## src/rtl/fifo_rd_stream_pkg.sv

```systemverilog
// fifo_rd_stream_pkg
//   Shared definitions for the buffered FIFO read end:
//   - default word / address widths,
//   - pointer width helper (address bits plus one wrap bit),
//   - empty / full compare helpers on wrap-bit pointers.
//   Helpers take zero-extended 32-bit pointers so one function serves every
//   parameterisation.
package fifo_rd_stream_pkg;

  localparam int DEF_FBITS = 8;
  localparam int DEF_ABITS = 4;

  // Pointer carries one extra MSB to tell a full buffer from an empty one.
  function automatic int ptr_width(input int ab);
    return ab + 1;
  endfunction

  // Empty: both pointers identical, including the wrap bit.
  function automatic logic ptr_empty(input logic [31:0] w, input logic [31:0] r);
    return (w == r);
  endfunction

  // Full: address fields equal, wrap bits differ.
  function automatic logic ptr_full(input logic [31:0] w, input logic [31:0] r,
                                    input int ab);
    logic [31:0] amask;
    logic [31:0] diff;
    amask = (32'd1 << ab) - 32'd1;
    diff  = w ^ r;
    return ((diff & amask) == 32'd0) && (((diff >> ab) & 32'd1) == 32'd1);
  endfunction

endpackage

```

## src/rtl/fifo_rd_stream_dpram.sv

```systemverilog
// fifo_dpram
//   Simple dual-port RAM, 2**abits x fbits.
//   Ports:
//     clk   - write clock
//     we    - write enable
//     waddr - write address
//     wdata - write data
//     raddr - read address
//     rdata - read data, combinational from raddr
//   The read is asynchronous so the caller's output register can sample the
//   head word in the same cycle it decides to load. Contents are not reset.
module fifo_dpram #(
  parameter int fbits = 8,
  parameter int abits = 4
) (
  input  logic             clk,
  input  logic             we,
  input  logic [abits-1:0] waddr,
  input  logic [fbits-1:0] wdata,
  input  logic [abits-1:0] raddr,
  output logic [fbits-1:0] rdata
);

  logic [fbits-1:0] mem [2**abits];

  always_ff @(posedge clk) begin
    if (we) begin
      mem[waddr] <= wdata;
    end
  end

  assign rdata = mem[raddr];

endmodule

```

## src/rtl/fifo_rd_stream.sv

```systemverilog
// fifo_rd_stream
//   Buffered read end for the wr_fifo/data_in write interface. Words are
//   stored in a circular buffer of 2**abits entries and presented in order on
//   a first-word-fall-through valid/ready port through one output register.
//   Total capacity is 2**abits + 1 words.
//   Ports:
//     clk      - system clock
//     rst      - asynchronous active-high reset
//     clr_fifo - synchronous clear, dominates all other inputs
//     wr_fifo  - write strobe, accepted while full = 0
//     data_in  - write data
//     full     - buffer holds 2**abits words (registered)
//     rd_ready - consumer accepts data_out this cycle
//     rd_valid - data_out holds a valid word (registered)
//     data_out - head-of-queue word (registered)
//     level    - words in the buffer, not counting the output register
//     overflow - sticky: a write was attempted while full
module fifo_rd_stream
  import fifo_rd_stream_pkg::*;
#(
  parameter int fbits = DEF_FBITS,
  parameter int abits = DEF_ABITS
) (
  input  logic             clk,
  input  logic             rst,
  input  logic             clr_fifo,
  input  logic             wr_fifo,
  input  logic [fbits-1:0] data_in,
  output logic             full,
  input  logic             rd_ready,
  output logic             rd_valid,
  output logic [fbits-1:0] data_out,
  output logic [abits:0]   level,
  output logic             overflow
);

  localparam int PW = ptr_width(abits);

  logic [PW-1:0]    wptr_q, wptr_d;
  logic [PW-1:0]    rptr_q, rptr_d;
  logic [abits:0]   level_q, level_d;
  logic             full_q, full_d;
  logic             rd_valid_q, rd_valid_d;
  logic             overflow_q, overflow_d;
  logic [fbits-1:0] data_out_q, data_out_d;

  logic             empty;
  logic             wr_acc;
  logic             pop;
  logic             load;
  logic             ram_we;
  logic [fbits-1:0] ram_rdata;

  // Decisions use only state registered at the start of the cycle, so a
  // write into an empty buffer cannot be loaded in the same cycle.
  assign empty  = ptr_empty(32'(wptr_q), 32'(rptr_q));
  assign wr_acc = wr_fifo && !full_q;
  assign pop    = rd_valid_q && rd_ready;
  assign load   = (!rd_valid_q || pop) && !empty;
  assign ram_we = wr_acc && !clr_fifo;

  fifo_dpram #(
    .fbits (fbits),
    .abits (abits)
  ) u_ram (
    .clk   (clk),
    .we    (ram_we),
    .waddr (wptr_q[abits-1:0]),
    .wdata (data_in),
    .raddr (rptr_q[abits-1:0]),
    .rdata (ram_rdata)
  );

  always_comb begin
    wptr_d     = wptr_q;
    rptr_d     = rptr_q;
    level_d    = level_q;
    rd_valid_d = rd_valid_q;
    overflow_d = overflow_q;
    data_out_d = data_out_q;

    if (clr_fifo) begin
      wptr_d     = '0;
      rptr_d     = '0;
      level_d    = '0;
      rd_valid_d = 1'b0;
      overflow_d = 1'b0;
      data_out_d = '0;
    end else begin
      if (wr_acc) begin
        wptr_d = wptr_q + PW'(1);
      end
      // A write while full is lost even if a pop frees space this cycle.
      if (wr_fifo && full_q) begin
        overflow_d = 1'b1;
      end
      if (load) begin
        data_out_d = ram_rdata;
        rptr_d     = rptr_q + PW'(1);
        rd_valid_d = 1'b1;
      end else if (pop) begin
        rd_valid_d = 1'b0;
      end
      case ({wr_acc, load})
        2'b10:   level_d = level_q + (abits+1)'(1);
        2'b01:   level_d = level_q - (abits+1)'(1);
        default: level_d = level_q;
      endcase
    end

    // Registering the full flag from next-state pointers keeps it equal to
    // the compare of the registered pointers.
    full_d = ptr_full(32'(wptr_d), 32'(rptr_d), abits);
  end

  always_ff @(posedge clk or posedge rst) begin
    if (rst) begin
      wptr_q     <= '0;
      rptr_q     <= '0;
      level_q    <= '0;
      full_q     <= 1'b0;
      rd_valid_q <= 1'b0;
      overflow_q <= 1'b0;
      data_out_q <= '0;
    end else begin
      wptr_q     <= wptr_d;
      rptr_q     <= rptr_d;
      level_q    <= level_d;
      full_q     <= full_d;
      rd_valid_q <= rd_valid_d;
      overflow_q <= overflow_d;
      data_out_q <= data_out_d;
    end
  end

  assign full     = full_q;
  assign rd_valid = rd_valid_q;
  assign data_out = data_out_q;
  assign level    = level_q;
  assign overflow = overflow_q;

endmodule

```

## config.mk

```make
export PLATFORM = sky130hd
export DESIGN_NAME = fifo_rd_stream
export DESIGN_NICKNAME = d
export VERILOG_FILES = /design/src/rtl/fifo_rd_stream_pkg.sv /design/src/rtl/fifo_rd_stream_dpram.sv /design/src/rtl/fifo_rd_stream.sv
export SDC_FILE = /design/constraint.sdc
export NUM_CORES = 1
export LEC_CHECK = 0
export ABC_AREA = 1
export CORE_UTILIZATION = 65
export CTS_CLUSTER_SIZE = 40
export DETAILED_ROUTE_END_ITERATION = 6
export PLACE_DENSITY = 0.95
export SETUP_SLACK_MARGIN = 0.02
export SYNTH_ARGS = -nofsm -noshare
export SYNTH_HDL_FRONTEND = slang
export SYNTH_SLANG_ARGS = --single-unit
```

## constraint.sdc

```tcl
create_clock -name clk -period 4.8 [get_ports clk]
set_input_delay 0.72 -clock clk [delete_from_list [all_inputs] [get_ports clk]]
set_output_delay 0.72 -clock clk [all_outputs]
set_load 0.01 [all_outputs]
```

==> impl_results.md <==
* Initial antenna violation count at 0
* GRT Total Usage at 0.366
* Max_slew headroom at 0.228
* Endpoints failing hold at 0
* Crit Path Max Fanout at 16
* CP dominant cell by count: nand2_1
* Core Rows at 36
* Placed Cells at 726
* Fin nets at ~630
* Crit path arrival time at between 3 and 4 ns
* Syn Std Cell Area at 6620 µm²
* Cell Chain, Critical Path: inv_2 > nand2_1 > nand2_1 > nor2_1 > nand3_4 > nand3_2 > nand2_2 > nand2_1 > inv_2 > ha_1 > inv_1 > nand2_1 > nand3_1 > nand3_1 > nand3_1 > nand2_1
* Post-synthesis cell count at 588
* Met2 Resource Use GR at 0.574
* Final std cells w/o fill at 758
* Hold Slack at slightly above 0.5 ns
* Met1 Use GR at 0.476
* Clk pin slew, worst setup/hold paths at 0.07 ns
* Slowest-stage cell, CP: dfrtp_1
* Post-route ant nets at 0
* Remaining design rule violation count at 0
* CP Buf/Inv Count at 3
* Layout cells sized above 1 at 0.104
* Post_cts resized at 0
* CTS Buf Count at 17
* M3 GR Usage at 0.108
* CTS tree: done
* Post-CTS Setup Bufs at 0
* Global routing's busiest layer: met2
* Max incr delay on CP at 0.80 ns
* Number of global-route vias before repair at about 4.9k
* GR Overflow Total at 0
* Pwr dens at between 500 and 600 nW/µm²
* Pre-antenna DRT Iters at 7
* Unique cell type count in the Yosys netlist at 35
* Area of the core at 9820 µm²
* Final Power at 4240 µW
* Setup TNS Final at 0 ns
* Hold buffer count at cts at 0
* Antenna diodes at 0
* Worst Tran Pin Value at 1.15 ns
* Vias per cell at 6.68
* DP Wirelength at 9.89 mm
* Largest net degree at the start of global routing at 56
* Min Tclk post-route at 3.07 ns
* Routed len/inst at about 23 µm
* Fin crit share at 0.640
* Post-layout util at 0.769
* Seq/Total Area, Yosys at 0.679
* Hold crit path type: register to register
* Startpoint Class: register
* Num Clock Sinks at 154
* GP Congestion at 0.863
* Final Slew Violations at 0
* Die span in x at 103 µm
* P_leak at 0.00279 µW
* Worst path required time at 5.22 ns
* First-pass GRT wire length at 27.3 mm
* Port Buf Inserts at 28
* Fill cells at 557
* Yosys warnings at 0
* Delay-heaviest family, CP: simple AND/OR/NAND/NOR gates
* Vias at around 5.1k
* Final WL at 17.4 mm
* Area grow syn2layout at 14.0%
* Die Y at 103 µm
* Clock network latency to the later pin of the worst-skew pair at ~0.54 ns
* Syn avg cell area at 11.3 µm²
* RSZ-0062 raised after global routing: false
* Status: finished, final reports clean
* Die Footprint at about 11000 µm²
* H-tree levels at 4
* Crit end category: register
* Max Freq at 325 MHz
* Initial drt markers at 956
* Synthesized flop and latch total at roughly 150
* Maximum VDD drop at roughly 0.48 mV
* Max-cap viol count at 0
* Crit path kind: register to register
* Worst Skew at 0.00879 ns
* Starting Density at 0.675
* Clock Path Buffers at 2
* Root buffer cell: clkbuf_8
* IO Count at 29
* Synth Net Count at 608
* Final setup vio count at 0
-- cell type report --
type                            count  area (µm²)  share of cell area
Inverter                           37         144              0.0191
Clock buffer                       17         414              0.0548
Clock inverter                     15         148              0.0196
Sequential cell                   154        4500               0.595
Timing Repair Buffer               32         310              0.0411
Multi-Input combinational cell    370        1870               0.248
Tap cell                          133         166              0.0220
-- routing by layer --
metal,part of all wire,wire length (µm),vias to the layer above
li1,-,-,2133
met1,0.34,5880,2303
met2,0.47,8160,514
met3,0.14,2410,110
met4,0.053,912,0
met5,0,0,-
-- flip-flops by register name (all words and copies together), names as in the netlist --
register,count
data_out,8
overflow,1
rptr_q,5
u_ram.mem,128
level,5
full,1
wptr_q,5
rd_valid,1
-- cells by family after synthesis --
kind of cell,share of synthesized area
adder cells (fa/ha/maj),0.0132
XOR/XNOR,0.00926
AND/OR/NAND/NOR,0.163
flip-flops,0.679
buffers and inverters,0.0387
AO/OA/AOI/OAI,0.0969
-- cells in the final DEF (no fill, tap or decap), types with 3 or more instances in the layout --
cell type	netlist	routed
inv_1	27	27
o221ai_1	14	14
dfrtp_1	26	25
inv_6	1	11
o22ai_1	18	18
nand2_1	88	88
o21ai_0	67	67
clkinv_1	3	3
nor2_2	5	5
nand3_1	34	34
clkbuf_16	0	16
edfxtp_1	128	128
nand4_1	7	7
nor3_1	5	5
nand2_2	8	8
buf_4	1	4
nor2_1	93	93
xor2_1	5	5
clkdlybuf4s50_1	0	28
ha_1	7	7
inv_2	6	6
-- where the power goes --
part	internal, µW	leakage (µW)	switching [µW]	total, µW
Sequential	1520	0.00150	110	1630
Clock	705	0.000276	578	1280
Combinational	414	0.00101	914	1330
Total	2640	0.00279	1600	4240
-- Yosys cell counts, drive strengths merged --
library cell | n | area (µm²)
clkinv | 3 | 11.3
nand3b | 1 | 7.51
edfxtp | 128 | 3840
inv | 34 | 133
o22ai | 19 | 125
xor2 | 5 | 43.8
dfrtp | 26 | 651
a31oi | 1 | 6.26
nand2 | 97 | 400
a21oi | 2 | 10.0
o21ai | 71 | 363
buf | 6 | 32.5
nor2 | 99 | 392
ha | 7 | 87.6
nor3 | 5 | 25.0
o221ai | 14 | 123
nand3 | 37 | 208
clkbuf | 21 | 80.1
and3 | 1 | 6.26
xnor2 | 2 | 17.5
o211ai | 2 | 15.0
nand4 | 7 | 43.8
-- worst reg2reg max path: cells and delay by family, from the launching register on --
kind | cells | cell delay [ns]
fa+ha+maj | 1 | 0.17
flops | 1 | 0.80
simple gates | 12 | 1.63
buf+inv | 3 | 0.34
-- stage by stage --
| stage | worst slack [ns] | area [µm²] |
|---|---|---|
| after floorplan | 2.68 | 6620 |
| after global placement | 1.68 | 6990 |
| after detailed placement | 1.47 | 6990 |
| after CTS | 1.95 | 7550 |
| after global routing | 1.55 | 7550 |
| final | 1.73 | 7550 |
-- final timing paths --
check / start / to / slack [ns] / cells after the start
max: rptr_q[2] / level[4] / 1.73 / 16
min: overflow / overflow / 0.51 / 2
max reg2reg: rptr_q[2] / level[4] / 1.73 / 16
min reg2reg: overflow / overflow / 0.51 / 2
max in group asynchronous: rst / rptr_q[0] / 3.26 / 2
min in group asynchronous: rst / level[1] / 0.79 / 2
Note: power is estimated with default switching activity, not from simulation.
